`src/rtl/mult_dot_seq.sv`:
```
// -----------------------------------------------------------------------------
// mult_dot_seq
//   Sequencer wrapped around a 4x4 multiplier. It takes operand pairs on a
//   valid/ready input and issues one multiply per pair. The operands stay
//   registered and stable for the whole multiply. Each product is captured on
//   process_done and added into a running dot product. After LEN products the
//   sum is offered on a valid/ready output. A watchdog ends a multiply that
//   never completes and flags the result as aborted.
//
// Parameters
//   LEN     products accumulated per result (>= 1)
//   ACC_W   accumulator / result width (>= 8)
//   TO_CYC  largest wdog value reached in S_WAIT before the multiply is abandoned
//
// Ports
//   CLK, RESETn              clock; synchronous active-low reset
//   in_valid/in_ready        operand handshake, ready only in S_IDLE
//   in_a, in_b               operands latched on acceptance
//   process_start            one-cycle start pulse to the multiplier
//   multiplier, multiplicand registered operands driven to the multiplier
//   product, process_done    multiplier result and its one-cycle strobe
//   out_valid/out_ready      result handshake
//   out_sum                  accumulated (wrapped) sum
//   out_ovf                  carry out of the accumulator seen in this result
//   out_err                  result ended by the watchdog (partial sum)
// -----------------------------------------------------------------------------
module mult_dot_seq #(
  parameter int LEN    = 4,
  parameter int ACC_W  = 12,
  parameter int TO_CYC = 31
) (
  input  logic             CLK,
  input  logic             RESETn,
  input  logic             in_valid,
  output logic             in_ready,
  input  logic [3:0]       in_a,
  input  logic [3:0]       in_b,
  output logic             process_start,
  output logic [3:0]       multiplier,
  output logic [3:0]       multiplicand,
  input  logic [7:0]       product,
  input  logic             process_done,
  output logic             out_valid,
  input  logic             out_ready,
  output logic [ACC_W-1:0] out_sum,
  output logic             out_ovf,
  output logic             out_err
);

  localparam int IDX_W = (LEN > 1) ? $clog2(LEN) : 1;
  localparam int WD_W  = $clog2(TO_CYC + 1);
  localparam int SUM_W = ACC_W + 1;

  localparam logic [IDX_W-1:0] IDX_LAST = IDX_W'(LEN - 1);
  localparam logic [WD_W-1:0]  WD_LIMIT = WD_W'(TO_CYC);

  typedef enum logic [1:0] {
    S_IDLE,
    S_START,
    S_WAIT,
    S_OUT
  } state_e;

  state_e           state_q, state_d;
  logic [IDX_W-1:0] idx_q, idx_d;
  logic [ACC_W-1:0] acc_q, acc_d;
  logic [WD_W-1:0]  wdog_q, wdog_d;
  logic             ovf_q, ovf_d;
  logic             err_q, err_d;
  logic [3:0]       mplr_q, mplr_d;
  logic [3:0]       mcand_q, mcand_d;
  logic             out_valid_q, out_valid_d;

  // One extra bit catches the carry out of the accumulator.
  logic [SUM_W-1:0] sum_ext;
  assign sum_ext = {1'b0, acc_q} + SUM_W'(product);

  always_comb begin
    // NOTE: every *_d takes its held value first. A path through the case that
    // does not assign a signal then keeps the value, and no latch is inferred.
    state_d = state_q;
    idx_d   = idx_q;
    acc_d   = acc_q;
    wdog_d  = wdog_q;
    ovf_d   = ovf_q;
    err_d   = err_q;
    mplr_d  = mplr_q;
    mcand_d = mcand_q;

    case (state_q)
      S_IDLE: begin
        // Operands change only here. The multiplier re-reads them in all
        // of its busy states.
        if (in_valid) begin
          mplr_d  = in_a;
          mcand_d = in_b;
          state_d = S_START;
        end
      end
      S_START: begin
        wdog_d  = '0;
        state_d = S_WAIT;
      end
      S_WAIT: begin
        wdog_d = wdog_q + 1'b1;
        // A completion in the watchdog's final cycle still counts.
        if (process_done) begin
          acc_d = sum_ext[ACC_W-1:0];
          ovf_d = ovf_q | sum_ext[ACC_W];
          if (idx_q == IDX_LAST) begin
            state_d = S_OUT;
          end else begin
            idx_d   = idx_q + 1'b1;
            state_d = S_IDLE;
          end
        end else if (wdog_q == WD_LIMIT) begin
          err_d   = 1'b1;
          state_d = S_OUT;
        end
      end
      S_OUT: begin
        if (out_ready) begin
          acc_d   = '0;
          idx_d   = '0;
          ovf_d   = 1'b0;
          err_d   = 1'b0;
          state_d = S_IDLE;
        end
      end
      default: state_d = S_IDLE;
    endcase

    out_valid_d = (state_d == S_OUT);
  end

  // NOTE: sequential state uses non-blocking assignments only. All flops
  // then update together from values taken before the edge. The reset covers
  // every register because the design holds no memory array.
  always_ff @(posedge CLK) begin
    if (!RESETn) begin
      state_q     <= S_IDLE;
      idx_q       <= '0;
      acc_q       <= '0;
      wdog_q      <= '0;
      ovf_q       <= 1'b0;
      err_q       <= 1'b0;
      mplr_q      <= '0;
      mcand_q     <= '0;
      out_valid_q <= 1'b0;
    end else begin
      state_q     <= state_d;
      idx_q       <= idx_d;
      acc_q       <= acc_d;
      wdog_q      <= wdog_d;
      ovf_q       <= ovf_d;
      err_q       <= err_d;
      mplr_q      <= mplr_d;
      mcand_q     <= mcand_d;
      out_valid_q <= out_valid_d;
    end
  end

  assign in_ready      = (state_q == S_IDLE);
  assign process_start = (state_q == S_START);
  assign multiplier    = mplr_q;
  assign multiplicand  = mcand_q;
  assign out_valid     = out_valid_q;
  assign out_sum       = acc_q;
  assign out_ovf       = ovf_q;
  assign out_err       = err_q;

endmodule
```
`config.mk`:
```
export PLATFORM = sky130hd
export DESIGN_NAME = mult_dot_seq
export DESIGN_NICKNAME = d
export VERILOG_FILES = /design/src/rtl/mult_dot_seq.sv
export SDC_FILE = /design/constraint.sdc
export NUM_CORES = 1
export LEC_CHECK = 0
export ABC_AREA = 1
export CAP_MARGIN = 20
export CELL_PAD_IN_SITES_DETAIL_PLACEMENT = 0
export CELL_PAD_IN_SITES_GLOBAL_PLACEMENT = 1
export CORE_MARGIN = 1.5
export CORE_UTILIZATION = 36
export CTS_CLUSTER_DIAMETER = 120
export DETAILED_ROUTE_END_ITERATION = 8
export PLACE_DENSITY_LB_ADDON = 0.1
export SKIP_CTS_REPAIR_TIMING = 1
export SLEW_MARGIN = 15
export SYNTH_ARGS = -nofsm -noshare
export SYNTH_HDL_FRONTEND = slang
export SYNTH_SLANG_ARGS = --single-unit
```
`constraint.sdc`:
```
create_clock -name CLK -period 4.5 [get_ports CLK]
set_clock_uncertainty 0.15 [all_clocks]
set_input_delay 0.9 -clock CLK [delete_from_list [all_inputs] [get_ports CLK]]
set_output_delay 0.9 -clock CLK [all_outputs]
set_load 0.1 [all_outputs]
```
==> impl_results.md, run 1 <==
* Num ports at 46
* Critical path class: reg -> out
* Setup TNS at 0 ns
* Final Core Density at about half
* IO buf count at 45
* Critical R2R Launch: state_q[0]$_SDFF_PN0_
* Root buffer cell: clkbuf_8
* WHS at 0.307 ns
* Final WL at 3980 um
* Core Footprint at 4750 sq um
* Fillers at 528
* Clock-pin slew on the worst setup and hold paths at around 0.07 ns
* Register area at 641 sq um
* Avg Cell Area, Syn at around 7 sq um
* CTS tree: yes
* FMAX at about 310 MHz
* P_leak at 1.08 nW
* Crit end category: primary output
* Final Max Tran Viols at 0
* Fin. Hold Viols at 0
* Top FF cell, synth: dfxtp_1
* Starting Density at between 30% and 40%
* Antenna Violating Nets Remaining at 0
* RSZ-0062 raised after global routing: no
* Synth cell types at 25
* Drt initial violations at 42
* Post-Syn Area at 1780 sq um
* Layout Nets at about 350
* DR pass1 iterations at 4
* Seq/Total Area, Yosys at 35.9%
* Multi-input gate area at 1010 sq um
* Syn-to-layout area delta at 36.0%
* First-pass GRT wire length at 6900 um
* GPL Wtd Cong at around 0.88
* Tot GR Track Use at 16.6%
* Pwr/cell area at approximately 370 nW/um^2
* Number of max-cap violations at 0
* Via count at 1718
* Largest area contributor in the netlist: dfxtp_1
* Routed WL per cell at 10.6 um
* FFs w/ async S/R, synth at 0%
* Num CTS Buffers at 5
* Crit path from: state_q[0]$_SDFF_PN0_
* Peak supply drop at 0.000167 V
* Largest net degree at the start of global routing at 14
* Row count at 25
* Yosys top cell area share at a little over a third
* Post-DP HPWL at 3030 um
* Die Y at between 70 and 80 um
* Arrival time at the worst endpoint at 2.14 ns
* Crit start category: flop
* Drt via density at 4.57
* Die ar. at around 5400 sq um
* # setup viols final at 0
* Status: finished, final reports clean
* Number of global-route vias before repair at between 1500 and 2000
* Final Critical Period at 3.19 ns
* Synth Net Count at 296
* CTS Buffer Depth at 2
* Initial antenna violation count at 0
* FF+latch count, synth at 32
* Gr ovfl total at 0
* Most frequent cells in the layout: nand2_1 (64), clkdlybuf4s50_1 (45), nor2_1 (39), dfxtp_1 (32), inv_1 (29)
* Synthesized instance count at 259
* Synth warnings at 0
* Drt drc at 0
* Clk_lat worst skew at 0.28 ns
* Synth area leaders: dfxtp_1 (36%), nand2_1 (13%), ha_1 (11%)
* Critical Path RT at 3.45 ns
* Min-delay src: out_ovf$_SDFFE_PN0P_
* Worst hold path class: reg -> reg
* Worst slew pin tran at 0.977 ns
* Ant diodes at 0
* Post-synth EDFFs at 0
* Htree depth at 2
* Final period utilization at 70.9%
* Layout cells sized above 1 at 5.18%
* Worst relative slew slack at 34.7%
* CTS Sinks at 32
* Worst Path Max Fanout at 5
* Commonest non-fill, non-tap cell in the layout: nand2_1
* Chip width at 73.4 um
## metrics by stage
step                power (W)  setup WS [ns]  std cells  cell area [sq um]
floorplan            0.000527           2.17        259               1780
global placement     0.000595           1.63        368               2300
detailed placement   0.000595           1.61        368               2300
CTS                  0.000904           1.28        376               2430
global route         0.000941           1.19        376               2430
finish               0.000892           1.31        376               2430
## cell type report
class,instances,area share [%]
Clock buffer,7,3.97
Clock inverter,1,1.24
Inverter,31,4.85
Multi-Input combinational cell,193,41.5
Sequential cell,32,26.4
Tap cell,67,3.46
Timing Repair Buffer,45,18.6
## per-layer routing
layer	share of wire (%)	vias to the layer above	global-route usage [%]
met3	3.6	4	4.66
met2	49	27	28.2
li1	-	932	-
met5	0	-	0
met1	46	755	19.6
met4	1.1	0	7.00
## worst paths after layout
| kind | end | slack [ns] | cells after the start |
|---|---|---|---|
| min reg2reg | out_ovf$_SDFFE_PN0P_ | 0.31 | 2 |
| max | in_ready | 1.31 | 3 |
| min | out_ovf$_SDFFE_PN0P_ | 0.31 | 2 |
| max reg2reg | out_sum[4]$_SDFFE_PN0P_ | 2.53 | 10 |
## power by group
group          switching [W]  internal, W
Combinational       0.000194    0.0000761
Clock               0.000110     0.000195
Sequential         0.0000130     0.000304
Total               0.000317     0.000575
## flip-flops by register name (all words and copies together) (netlist names)
register / count
out_err: 1
out_ovf: 1
out_valid: 1
out_sum: 12
multiplicand: 4
wdog_q: 5
idx_q: 2
multiplier: 4
state_q: 2
## synthesized netlist by cell type, types with 3 or more instances
library cell	instances
nand2_1	64
nor2_1	39
dfxtp_1	32
inv_1	29
a21oi_1	22
nand3_1	19
ha_1	15
o21ai_0	12
nand2_2	4
nor3_1	4
nand3b_1	3
## cells by family after synthesis
| family | count (synthesis) | share of synthesized area (%) |
|---|---|---|
| and+or+nand+nor | 136 | 32.4 |
| AOI/OAI and AO/OA | 40 | 11.9 |
| buffers and inverters | 34 | 7.64 |
| DFF | 32 | 35.9 |
| adders and majority gates | 16 | 11.6 |
| xor gates and xnor gates | 1 | 0.491 |
## critical path: stages, from the launching register on
cell and delay [ns]:
dfxtp_1 0.33, inv_1 0.13, ha_1 0.24, clkdlybuf4s50_1 1.15
(Power assumes the default switching activity.)
==> run 2: changes to the inputs <==
--- a/config.mk
+++ b/config.mk
@@ -10,7 +10,7 @@
 export CELL_PAD_IN_SITES_DETAIL_PLACEMENT = 0
 export CELL_PAD_IN_SITES_GLOBAL_PLACEMENT = 1
 export CORE_MARGIN = 1.5
-export CORE_UTILIZATION = 36
+export CORE_UTILIZATION = 31
 export CTS_CLUSTER_DIAMETER = 120
 export DETAILED_ROUTE_END_ITERATION = 8
 export PLACE_DENSITY_LB_ADDON = 0.1
==> constraint.sdc (replaced) <==
create_clock -name CLK -period 2.8 [get_ports CLK]
set_clock_uncertainty 0.15 [all_clocks]
set_input_delay 0.56 -clock CLK [delete_from_list [all_inputs] [get_ports CLK]]
set_output_delay 0.56 -clock CLK [all_outputs]
set_load 0.1 [all_outputs]
==> run 2 against run 1 <==
Against the previous run: critical path type is now in -> reg; final cell count increased by 1.6%; global-route usage is 2.1 points lower; sequential power grew 61%; register-to-register slack worse by 1.7 ns; highest routed layer unchanged; worst hold slack got worse by 0.00088 ns.
==> impl_results.md, run 2 (synthesis results as in run 1) <==
* Row count at 27 (+8.0%)
* CTS Sinks at 32 (unchanged)
* Clk_lat worst skew at 0.28 ns (about the same)
* Syn-to-layout area delta at 32.4%
* Number of global-route vias before repair at 1554 (-3.5%)
* Die ar. at 6220 sq um (+15%)
* Peak supply drop at 0.000306 V (+83%)
* Via count at 1740 (+1.3%)
* Core Footprint at 5540 sq um (+17%)
* Layout cells sized above 1 at 13.5% (+8.4 points)
* Max incr delay on CP at 0.41 ns (-0.74 ns)
* Antenna Violating Nets Remaining at 0 (unchanged)
* Gr ovfl total at 0 (unchanged)
* Drt drc at 0 (unchanged)
* DR top layer: met4
* Worst slew pin tran at 0.576 ns (-0.401 ns)
* Number of max-cap violations at 0 (unchanged)
* FMAX at 437 MHz
* Dpl cell area at 2250 sq um (-2.1%)
* P_leak at 1.12 nW (+3.7%)
* Htree depth at 2 (unchanged)
* Number of flip-flops in the largest register at 12 (unchanged)
* Clock-pin slew on the worst setup and hold paths at 0.07 ns (about the same)
* Die Y at 78.9 um (+7.4%)
* Initial antenna violation count at 0 (unchanged)
* Tot GR Track Use at 14.5% (-2.1 points)
* Root buffer cell: clkbuf_8
* Worst relative slew slack at 61.2% (+27 points)
* Slowest CP cell: clkdlybuf4s50_1
* RSZ-0062 raised after global routing: no
* Ant diodes at 0 (unchanged)
* Critical Path RT at 2.87 ns (-0.58 ns)
* Final period utilization at 81.7%
* Num ports at 46 (unchanged)
* First-pass GRT wire length at 7070 um (+2.4%)
* Worst Path Max Fanout at 5 (unchanged)
* Arrival time at the worst endpoint at 2.35 ns (+0.21 ns)
* Crit start category: input port
* DR pass1 iterations at 4 (unchanged)
* Chip width at 78.9 um (+7.4%)
* Most frequent cells in the layout: nand2_1 (64), nor2_1 (39), dfxtp_1 (32), inv_1 (29), buf_4 (26)
* Final WL at 4260 um (+6.8%)
* # setup viols final at 0 (unchanged)
* Critical path class: in -> reg
* Starting Density at 32.2% (-5.3 points)
* Worst hold path class: reg -> reg
* Post-route cell area at 2360 sq um (-2.6%)
* Pwr/cell area at 582 nW/um^2 (+58%)
* CP cell instances: clkdlybuf4s50_1 > ha_1 > fa_1 > nand2_1 > nand3_1 > nand3_1 > nand2_1 > nand2_1 > nand2_1 > a21oi_1
* WL met1 at 2160 um (+17%)
* Setup TNS at 0 ns (unchanged)
* Drt via density at 4.55 (-0.31%)
* Drt initial violations at 83 (+98%)
* Final Max Tran Viols at 0 (unchanged)
* Crit-path most repeated cell: nand2_1
* Post-DP HPWL at 3290 um (+8.6%)
* Status: finished, final reports clean
* WL met2 at 1860 um (-4.2%)
* Fin. Hold Viols at 0 (unchanged)
* Crit end category: flop
* Layout Nets at 346 (+0.29%)
* Final Critical Period at 2.29 ns
* Largest net degree at the start of global routing at 14 (unchanged)
* Commonest non-fill, non-tap cell in the layout: nand2_1
* CTS Buffer Depth at 2 (unchanged)
* Routed WL per cell at 11.1 um (+5.1%)
* CTS tree: yes
* Num CTS Buffers at 5 (unchanged)
* GPL Wtd Cong at 0.808 (-8.0%)
* Met3 Routed Length at 192 um (+33%)
* IO buf count at 45 (unchanged)
[run 2: cell types whose count changed in the layout (fill, tap and decap cells not counted), sizes merged]
cell / delta
clkbuf: -2
buf: +26
clkdlybuf4s50: -25
clkinv: +1
clkinvlp: +1
[run 2: path summary, 6_finish.rpt]
path | start | end | slack [ns] | cells past startpoint
hold reg to reg | out_ovf$_SDFFE_PN0P_ | out_ovf$_SDFFE_PN0P_ | 0.31 | 2
setup reg to reg | state_q[0]$_SDFF_PN0_ | out_sum[7]$_SDFFE_PN0P_ | 0.81 | 9
setup / recovery | product[0] | out_sum[10]$_SDFFE_PN0P_ | 0.51 | 10
hold / removal | out_ovf$_SDFFE_PN0P_ | out_ovf$_SDFFE_PN0P_ | 0.31 | 2
[run 2: area by class of cell]
class,count,area (sq um)
clock buffers,5,68.8
clock inverters,3,42.5
fillers,610,3180
inverters,31,118
multi-input cells,193,1010
flip-flops and latches,32,641
well taps,72,90.1
repair buffers,46,395
[run 2: power breakdown]
group / leakage (nW) / internal (W) / total, W / switching [W]
registers: 0.261 / 0.000488 / 0.000509 / 0.0000212
logic: 0.807 / 0.000114 / 0.000429 / 0.000314
clock network: 0.0541 / 0.000263 / 0.000437 / 0.000174
total: 1.12 / 0.000866 / 0.00138 / 0.000510
[run 2: layer usage]
layer  up-vias  track usage [%]
met1       760             19.6
li1        938                -
met5         -                0
met4         0             4.74
met3         5             3.79
met2        37             22.6
[run 2: stage by stage]
stage          setup WS [ns]  power, W  utilization [%]  std cells  hold slack, ns
3_3_place_gp           0.302  0.000955             40.6        374           0.290
5_1_grt                0.423   0.00146             42.6        382           0.344
2_1_floorplan          0.474  0.000847                -        259           0.288
6_report               0.513   0.00138             42.6        382           0.306
4_1_cts                0.536   0.00140             42.6        382           0.313
3_5_place_dp           0.246  0.000952             40.6        374           0.301
[run 2: critical path: cells and delay by family]
family	cells	cell delay, ns
compound gates	1	0.12
fa+ha+maj	2	0.65
buf+inv	1	0.41
simple gates	6	0.62
